`config.mk`:
```
export PLATFORM = sky130hd
export DESIGN_NAME = regfile_wb_arbiter_flat
export DESIGN_NICKNAME = d
export VERILOG_FILES = /design/src/rtl/regfile_pkg.sv /design/src/rtl/regfile_wb_arbiter_if.sv /design/src/rtl/wb_rr_arb.sv /design/src/rtl/regfile_wb_arbiter.sv /design/src/flat_wrapper.sv
export SDC_FILE = /design/constraint.sdc
export NUM_CORES = 1
export LEC_CHECK = 0
export ABC_CLOCK_PERIOD_IN_PS = 3700
export BUFFER_PORTS_ARGS = -buffer_cell sky130_fd_sc_hd__buf_2
export CAP_MARGIN = 20
export CORE_MARGIN = 4
export CORE_UTILIZATION = 54
export CTS_BUF_LIST = sky130_fd_sc_hd__clkbuf_16
export DETAILED_ROUTE_END_ITERATION = 7
export GPL_TIMING_DRIVEN = 0
export PLACE_DENSITY = 0.95
export REMOVE_ABC_BUFFERS = 1
export SKIP_LAST_GASP = 1
export SLEW_MARGIN = 20
export SYNTH_ARGS = -nofsm -noshare
export SYNTH_HDL_FRONTEND = slang
export SYNTH_SLANG_ARGS = --single-unit
```
`constraint.sdc`:
```
create_clock -name clk -period 3.7 [get_ports clk]
set_input_delay 0.74 -clock clk [delete_from_list [all_inputs] [get_ports clk]]
set_output_delay 0.74 -clock clk [all_outputs]
set_load 0.02 [all_outputs]
```
`src/rtl/regfile_pkg.sv`:
```
// Shared constants and types for the register-file writeback path.
// Requester indices double as bit positions in the arbiter's valid/grant vectors.
package regfile_pkg;

   localparam int DATA_W   = 32;
   localparam int ADDR_W   = 5;
   localparam int NUM_REGS = 32;

   localparam int REQ_ALU  = 0;
   localparam int REQ_LOAD = 1;

   typedef logic [ADDR_W-1:0] reg_num_t;
   typedef logic [DATA_W-1:0] data_t;

   localparam reg_num_t ZERO_REG = '0;

   typedef struct packed {
      reg_num_t rn;
      data_t    data;
   } wb_req_t;

endpackage

```
`src/rtl/regfile_wb_arbiter_if.sv`:
```
// Writeback bus between the requesters, the issue stage and the register file.
// The slave side is the arbiter; the master side drives requests, claims and read numbers.
interface regfile_wb_arbiter_if;
   import regfile_pkg::*;

   logic     wb_hold;
   logic     req0_valid;
   logic     req0_ready;
   reg_num_t req0_reg;
   data_t    req0_data;
   logic     req1_valid;
   logic     req1_ready;
   reg_num_t req1_reg;
   data_t    req1_data;
   logic     claim_valid;
   reg_num_t claim_reg;
   reg_num_t rd1_reg;
   reg_num_t rd2_reg;
   logic     rd1_busy;
   logic     rd2_busy;
   logic     write;
   reg_num_t writeRegNumber;
   data_t    writeData;

   modport slave (
      input  wb_hold,
      input  req0_valid, req0_reg, req0_data,
      input  req1_valid, req1_reg, req1_data,
      input  claim_valid, claim_reg, rd1_reg, rd2_reg,
      output req0_ready, req1_ready, rd1_busy, rd2_busy,
      output write, writeRegNumber, writeData
   );

   modport master (
      output wb_hold,
      output req0_valid, req0_reg, req0_data,
      output req1_valid, req1_reg, req1_data,
      output claim_valid, claim_reg, rd1_reg, rd2_reg,
      input  req0_ready, req1_ready, rd1_busy, rd2_busy,
      input  write, writeRegNumber, writeData
   );

endinterface

```
`src/rtl/wb_rr_arb.sv`:
```
// Two-input round-robin arbiter: a lone request wins outright, a tie goes to prio,
// and after every grant prio points at the requester that lost.
module wb_rr_arb
   import regfile_pkg::*;
(
   input  logic       clk,
   input  logic       rst,
   input  logic [1:0] valid_i,
   input  logic       hold_i,
   output logic [1:0] grant_o
);

   logic prio_q;
   logic prio_d;

   // NOTE: combinational blocks assign every output a default first, so no latch is inferred.
   always_comb begin
      grant_o = '0;
      prio_d  = prio_q;
      if (!(hold_i || rst)) begin
         unique case (valid_i)
            2'b01:   grant_o[REQ_ALU]  = 1'b1;
            2'b10:   grant_o[REQ_LOAD] = 1'b1;
            2'b11:   grant_o[prio_q]   = 1'b1;
            default: grant_o           = '0;
         endcase
      end
      if (grant_o[REQ_ALU]) begin
         prio_d = 1'(REQ_LOAD);
      end else if (grant_o[REQ_LOAD]) begin
         prio_d = 1'(REQ_ALU);
      end
   end

   // NOTE: sequential state uses non-blocking assignments only.
   always_ff @(posedge clk) begin
      if (rst) begin
         prio_q <= 1'(REQ_ALU);
      end else begin
         prio_q <= prio_d;
      end
   end

endmodule

```
`src/rtl/regfile_wb_arbiter.sv`:
```
// Shares the register file write port between the ALU and load writebacks, registers the
// winning write, and tracks pending destination registers for read-after-write stalls.
module regfile_wb_arbiter
   import regfile_pkg::*;
(
   input logic                 clk,
   input logic                 rst,
   regfile_wb_arbiter_if.slave bus
);

   logic [1:0]          grant;
   wb_req_t             acc_req;
   logic                write_d;
   logic                write_q;
   reg_num_t            wr_reg_q;
   data_t               wr_data_q;
   logic [NUM_REGS-1:0] busy_d;
   logic [NUM_REGS-1:0] busy_q;

   wb_rr_arb u_arb (
      .clk     (clk),
      .rst     (rst),
      .valid_i ({bus.req1_valid, bus.req0_valid}),
      .hold_i  (bus.wb_hold),
      .grant_o (grant)
   );

   assign bus.req0_ready = grant[REQ_ALU];
   assign bus.req1_ready = grant[REQ_LOAD];

   always_comb begin
      acc_req = grant[REQ_LOAD] ? '{rn: bus.req1_reg, data: bus.req1_data}
                                : '{rn: bus.req0_reg, data: bus.req0_data};
      write_d = (|grant) && (acc_req.rn != ZERO_REG);
   end

   // Clear is applied before set, so re-claiming the committing register keeps it busy.
   always_comb begin
      busy_d = busy_q;
      if (write_q) begin
         busy_d[wr_reg_q] = 1'b0;
      end
      if (bus.claim_valid && (bus.claim_reg != ZERO_REG)) begin
         busy_d[bus.claim_reg] = 1'b1;
      end
      busy_d[ZERO_REG] = 1'b0;
   end

   // NOTE: the scoreboard is a flop vector, not a RAM, so it is cleared on reset like any register.
   always_ff @(posedge clk) begin
      if (rst) begin
         write_q   <= 1'b0;
         wr_reg_q  <= '0;
         wr_data_q <= '0;
         busy_q    <= '0;
      end else begin
         write_q <= write_d;
         if (write_d) begin
            wr_reg_q  <= acc_req.rn;
            wr_data_q <= acc_req.data;
         end
         busy_q <= busy_d;
      end
   end

   assign bus.write          = write_q;
   assign bus.writeRegNumber = wr_reg_q;
   assign bus.writeData      = wr_data_q;
   assign bus.rd1_busy       = busy_q[bus.rd1_reg];
   assign bus.rd2_busy       = busy_q[bus.rd2_reg];

endmodule

```
`src/flat_wrapper.sv`:
```
// flat-port wrapper written by rule: the top's interface ports become plain ports
module regfile_wb_arbiter_flat import regfile_pkg::*;
  (clk, rst, bus_wb_hold, bus_req0_valid, bus_req0_reg, bus_req0_data, bus_req1_valid, bus_req1_reg, bus_req1_data, bus_claim_valid, bus_claim_reg, bus_rd1_reg, bus_rd2_reg, bus_req0_ready, bus_req1_ready, bus_rd1_busy, bus_rd2_busy, bus_write, bus_writeRegNumber, bus_writeData);
  regfile_wb_arbiter_if bus_i ();
  input logic clk;
  input logic rst;
  input wire logic [$bits(bus_i.wb_hold)-1:0] bus_wb_hold;
  input wire logic [$bits(bus_i.req0_valid)-1:0] bus_req0_valid;
  input wire logic [$bits(bus_i.req0_reg)-1:0] bus_req0_reg;
  input wire logic [$bits(bus_i.req0_data)-1:0] bus_req0_data;
  input wire logic [$bits(bus_i.req1_valid)-1:0] bus_req1_valid;
  input wire logic [$bits(bus_i.req1_reg)-1:0] bus_req1_reg;
  input wire logic [$bits(bus_i.req1_data)-1:0] bus_req1_data;
  input wire logic [$bits(bus_i.claim_valid)-1:0] bus_claim_valid;
  input wire logic [$bits(bus_i.claim_reg)-1:0] bus_claim_reg;
  input wire logic [$bits(bus_i.rd1_reg)-1:0] bus_rd1_reg;
  input wire logic [$bits(bus_i.rd2_reg)-1:0] bus_rd2_reg;
  output wire logic [$bits(bus_i.req0_ready)-1:0] bus_req0_ready;
  output wire logic [$bits(bus_i.req1_ready)-1:0] bus_req1_ready;
  output wire logic [$bits(bus_i.rd1_busy)-1:0] bus_rd1_busy;
  output wire logic [$bits(bus_i.rd2_busy)-1:0] bus_rd2_busy;
  output wire logic [$bits(bus_i.write)-1:0] bus_write;
  output wire logic [$bits(bus_i.writeRegNumber)-1:0] bus_writeRegNumber;
  output wire logic [$bits(bus_i.writeData)-1:0] bus_writeData;
  assign bus_i.wb_hold = bus_wb_hold;
  assign bus_i.req0_valid = bus_req0_valid;
  assign bus_i.req0_reg = bus_req0_reg;
  assign bus_i.req0_data = bus_req0_data;
  assign bus_i.req1_valid = bus_req1_valid;
  assign bus_i.req1_reg = bus_req1_reg;
  assign bus_i.req1_data = bus_req1_data;
  assign bus_i.claim_valid = bus_claim_valid;
  assign bus_i.claim_reg = bus_claim_reg;
  assign bus_i.rd1_reg = bus_rd1_reg;
  assign bus_i.rd2_reg = bus_rd2_reg;
  assign bus_req0_ready = bus_i.req0_ready;
  assign bus_req1_ready = bus_i.req1_ready;
  assign bus_rd1_busy = bus_i.rd1_busy;
  assign bus_rd2_busy = bus_i.rd2_busy;
  assign bus_write = bus_i.write;
  assign bus_writeRegNumber = bus_i.writeRegNumber;
  assign bus_writeData = bus_i.writeData;
  regfile_wb_arbiter u_core (.clk(clk), .rst(rst), .bus(bus_i));
endmodule
```
# [Yosys cells after proc, flatten, opt, wreduce, memory -nomap -nowiden]
# Index checks and enable logic that the tools add are counted.
[op_classes] n_addsub=0 multipliers=0 n_div=0 n_lt_le_gt_ge=8 n_eq_ne=3 n_shift=0 mux=18 bitwise_logic=3 reduce_logical=10
[op_table] op="$mux 32" n=2
[op_table] op="$mux 37" n=1
[op_table] op="$and 32x32->32" n=1
[op_table] op="$not 32->32" n=1
[op_table] op="$or 32x32->32" n=1
[op_table] op="$lt 5x6->1 const B" n=4
[op_table] op="$bmux 1 s5" n=2
[op_table] op="$demux 1 s5" n=2
[op_table] op="$ge 5x1->1 const B" n=2
[op_table] op="$reduce_bool 5->1" n=2
[op_table] op="$mux 1" n=7
[op_table] op="$logic_and 1x1->1" n=5
[op_table] op="$eq 2x2->1 const B" n=2
[op_table] op="$pmux 1 s2" n=2
[op_table] op="$eq 2x1->1 const B" n=1
[op_table] op="$lt 1x2->1 const B" n=1
[op_table] op="$mux 2" n=1
[op_table] op="$reduce_bool 2->1" n=1
[op_table] op="$reduce_or 2->1" n=1
[op_table] op="$demux 1 s1" n=1
[op_table] op="$ge 1x1->1 const B" n=1
[op_table] op="$logic_or 1x1->1" n=1
[word_totals] reg_bits=71 latch_bits=0 mem_bits_rw=0 rom_bits=0 input_bits=95 output_inout_bits=42 n_memories=0

# [Depth between registers and ports, before layout]
[logic_depth] word_depth=9 depth_mapped=7 mapped_depth_nobuf=5

# [Modules after synthesis]
# Synthesis repeated with hierarchy kept, for this count alone.
[hier_totals] hier_cells=426 hier_area_um2=3833.7
[by_module_without_submodules] module="regfile_wb_arbiter" instances=1 cells_per_inst=416 area_each_um2=3743.6 seq_area_each_um2=1381.3
[by_module_without_submodules] module="wb_rr_arb" instances=1 cells_per_inst=10 area_each_um2=90.1 seq_area_each_um2=20.0

# [Least setup slack after synthesis]
# No wires, ideal clock.
[synth_timing] kind="input-to-output" from="in bus_rd1_reg[0]" to="out bus_rd1_busy" arrival_time_ns=2.183 slack_ns=0.777 stages=5 path_buffers=1 cell_sequence="buf_6 > mux4_1 > mux2i_1 > nor3b_1 > or4_1"
[synth_between] elab_chain_len=2
[synth_rtl] element="from (decl)" line="flat_wrapper.sv:16" text="input wire logic [$bits(bus_i.rd1_reg)-1:0] bus_rd1_reg;"
[synth_rtl] element="$bmux 1 s5" line="regfile_wb_arbiter.sv:69" text="assign bus.rd1_busy = busy_q[bus.rd1_reg];"
[synth_rtl] element="$mux 1 (implied by the code)" line="regfile_wb_arbiter.sv:69"
[synth_rtl] element="to (decl)" line="flat_wrapper.sv:20" text="output wire logic [$bits(bus_i.rd1_busy)-1:0] bus_rd1_busy;"
# No other way between the ends. The select of a mux whose other input is x is not followed.

# [Final worst setup path]
[layout_timing] from="in bus_rd1_reg[1]" to="out bus_rd1_busy"
# The elaborated chain is that of the path after synthesis.

==> impl_metrics.csv <==
group,metric,value,unit
outcome,status,"finished clean",
floorplanning,initial_core_util,55.9,%
floorplanning,rows,30,
critical_path,critPathBufInv,2,
critical_path,r2r_cells,6,
placed_design,place.gp.congestion,0.893,
logic_synthesis,syn_avg_cell_area,9.56,sq um
logic_synthesis,ys_types,36,
cts,cts_hold_buf,0,
critical_path,setup.worst_path.end_class,"output pin",
routing,wl_per_cell,17.3,um
min_path,min_path_cells,2,
critical_path,r2r_setup_slack,1.70,ns
final_layout,fillers,478,
routing,drt_wl_total,10800,um
logic_synthesis,syn_inst,397,
sta,fmax,304,MHz
routing,drt_iter0_drc,362,
sta,hold_viol_final,0,
logic_synthesis,async_reset_ff_share,0,%
grt,track_usage,25.0,%
cts,clock-sinks,70,
routing,vias,3655,
final_layout,multi_input_area,0.00223,sq mm
sta,fin_crit_sh,88.9,%
critical_path,arrival,2.55,ns
final_layout,final_cell_count_no_fill,624,
final_layout,final_core_utilization,71.0,%
critical_path,crit_path_start_kind,"primary input",
placed_design,io_buffers,136,
critical_path,crit_type,"in -> out",
grt,antenna_found_initial,0,
floorplanning,ioPinCount,137,
critical_path,cp_cell_sequence,"buf_2 -> mux4_1 -> nor2b_1 -> nor4_1 -> or4_1 -> buf_2",
logic_synthesis,synth_most_common_cell,"mux2i_1",
critical_path,slowest_delay,0.66,ns
placed_design,dpl.hpwl,7880,um
logic_synthesis,syn-cell-area,0.00380,sq mm
routing,ant_nets,0,
cts,cts_tree,"yes",
routing,via_per_inst,5.86,
logic_synthesis,synthDominantCellAreaShare,36.9,%
placed_design,placed_area,0.00449,sq mm
min_path,min_path_type,"reg -> reg",
logic_synthesis,synth_flop_cell,"dfxtp_1",
flow_run,drv_cap,0,
grt,grt_max_degree,72,
critical_path,cp.required,2.96,ns
pwr,power,2.02,mW
floorplanning,core-area,0.00679,sq mm
routing,drc,0,
critical_path,crit_path_end,"bus_rd1_busy",
logic_synthesis,yosysTopAreaCell,"dfxtp_1",
pwr,vdd_ir_drop_max,259,uV
critical_path,crit_fanout,13,
routing,dr.pass1.iters,5,
grt,grt-ovfl-total,0,
pwr,p_leak,2.49,nW
floorplanning,die_h,91.8,um
final_layout,area_growth,27.0,%
floorplanning,die-area,0.00844,sq mm
cts,clock_path_buffers,2,
critical_path,r2r_start,"u_core.u_arb.prio_q$_SDFFE_PP0P_",
critical_path,path_depth,6,
cts,cts_setup_buffers,0,
sta,tightest_slew,1.07,ns
final_layout,drive_gt1_share,30.1,%
final_layout,ff_latch_area,0.00140,sq mm
sta,drv_slew,0,
logic_synthesis,synth_edf_count,0,
sta,setup-violations-final,0,
cts,cts-buffers-inserted,9,
logic_synthesis,ys_ff_latch,70,
critical_path,slowest_stage,"mux4_1",
logic_synthesis,synth_commonest_cells,"mux2i_1 (74), dfxtp_1 (70), nand2b_1 (40)",
placed_design,place_inst,607,
final_layout,n_antenna_cell,0,
sta,fin_skew,0.00417,ns
logic_synthesis,synth_area_leaders,"dfxtp_1 (37%), mux2i_1 (20%), mux4_1 (6.9%)",
sta,tns,0,ns
cts,clkTransAtPathRegs,0.05,ns
final_layout,fin_area,0.00482,sq mm
cts,cts_max_level,3,
critical_path,cp_top_family,"simple AND/OR/NAND/NOR gates",
critical_path,cpMostUsedCell,"buf_2",
cts,clk_latency,0.33,ns
cts,cts-root-buf,"clkbuf_16",
logic_synthesis,yosysWarnings,0,
sta,period_minus_slack,3.29,ns
pwr,powerDensity,419,mW/mm^2
grt,grt_pass1_wl,16800,um
floorplanning,die_w,91.8,um
cts,ctsResizeCount,0,
critical_path,crit_path_start,"bus_rd1_reg[1]",
grt,grt_pass1_vias,3542,
sta,rsz0062_at_grt,"no",
critical_path,r2r-end,"u_core.bus.writeRegNumber[3]$_SDFFE_PP0P_",
final_layout,num-nets-final,618,
sta,max_slew_margin,28.7,%
logic_synthesis,ys_seq_area_share,36.9,%
how the worst min path moves through the flow:
stage                                       endpoint  slack, ns                                  start
6_report        u_core.bus.writeData[7]$_SDFFE_PP0P_       0.47   u_core.bus.writeData[7]$_SDFFE_PP0P_
5_1_grt        u_core.bus.writeData[16]$_SDFFE_PP0P_       0.50  u_core.bus.writeData[16]$_SDFFE_PP0P_
4_1_cts        u_core.bus.writeData[22]$_SDFFE_PP0P_       0.48  u_core.bus.writeData[22]$_SDFFE_PP0P_
3_5_place_dp   u_core.bus.writeData[22]$_SDFFE_PP0P_       0.47  u_core.bus.writeData[22]$_SDFFE_PP0P_
3_3_place_gp    u_core.bus.writeData[1]$_SDFFE_PP0P_       0.46   u_core.bus.writeData[1]$_SDFFE_PP0P_
2_1_floorplan           u_core.busy_q[11]$_SDFF_PP0_       0.45           u_core.busy_q[11]$_SDFF_PP0_
sequential cells by signal (all words and copies together) (netlist names):
name                       count
u_core.bus.writeData          32
u_core.bus.write               1
u_core.bus.writeRegNumber      5
u_core.u_arb.prio_q            1
u_core.busy_q                 31
metrics by stage:
stage               worst slack, ns  hold slack [ns]
floorplan                    0.0278            0.451
CTS                           0.333            0.477
global route                  0.331            0.498
finish                        0.412            0.474
global placement              -1.34            0.459
detailed placement            0.340            0.468
where the power goes:
group          leakage, nW  internal (mW)  switching, mW  total [mW]
sequential           0.572          0.792         0.0287       0.821
combinational         1.76          0.134          0.173       0.307
clock                0.159          0.580          0.312       0.892
cells in the final DEF, fill, tap and decap left out, types with 2 or more instances in the layout:
cell type  synthesis  final
buf_2              4    136
mux2i_1           74     74
dfxtp_1           70     70
nand2b_1          40     40
nand2_1           38     37
o21ai_0           32     32
a21oi_1           31     31
nor2b_1           11     11
mux4_1            10     10
clkbuf_16          0      9
nor2_1             7      7
nor3b_1            7      7
inv_1              5      7
a211oi_1           4      4
a2111oi_0          4      4
nand3b_1           4      4
and3_1             3      3
nor4_1             3      3
nor3_1             3      3
or4_1              3      3
nand3_1            3      3
and3b_1            3      3
buf_12             0      3
mux2_1             2      2
a221oi_1           2      2
and2b_1            2      2
mux2_2             2      2
o311ai_0           2      2
o32ai_1            2      2
or3b_2             2      2
bufinv_16          0      2
clkinv_2           0      2
area by class of cell:
class	count	share of cell area, %
timing repair buffer	139	15.4
clock inverter	7	1.69
tap	96	2.49
clock buffer	9	4.67
multi-input combinational	297	46.2
sequential	70	29.1
inverter	6	0.467
cell families after synthesis:
logic type,after synthesis,share of synthesized area (%)
AND/OR/NAND/NOR,130,19.2
buffers and inverters,30,4.45
flip-flops,70,36.9
AO/OA/AOI/OAI,79,11.8
multiplexers,88,27.6
worst reg2reg max path, cell delays in order (launching register included):
cell and delay, ns:
dfxtp_1 0.33, nand2b_1 0.19, nand2_2 0.37, a211o_2 0.42, buf_12 0.26, inv_2 0.06, o32ai_1 0.25
per-layer routing:
layer	global-route usage, %	up-vias	wire (um)	share of wire [%]
met4	11.9	0	396	3.7
li1	-	1700	-	-
met1	29.7	1684	4150	39
met5	0	-	0	0
met3	5.50	40	1100	10
met2	42.8	231	5120	48
Power figures use the tool's default switching activity.
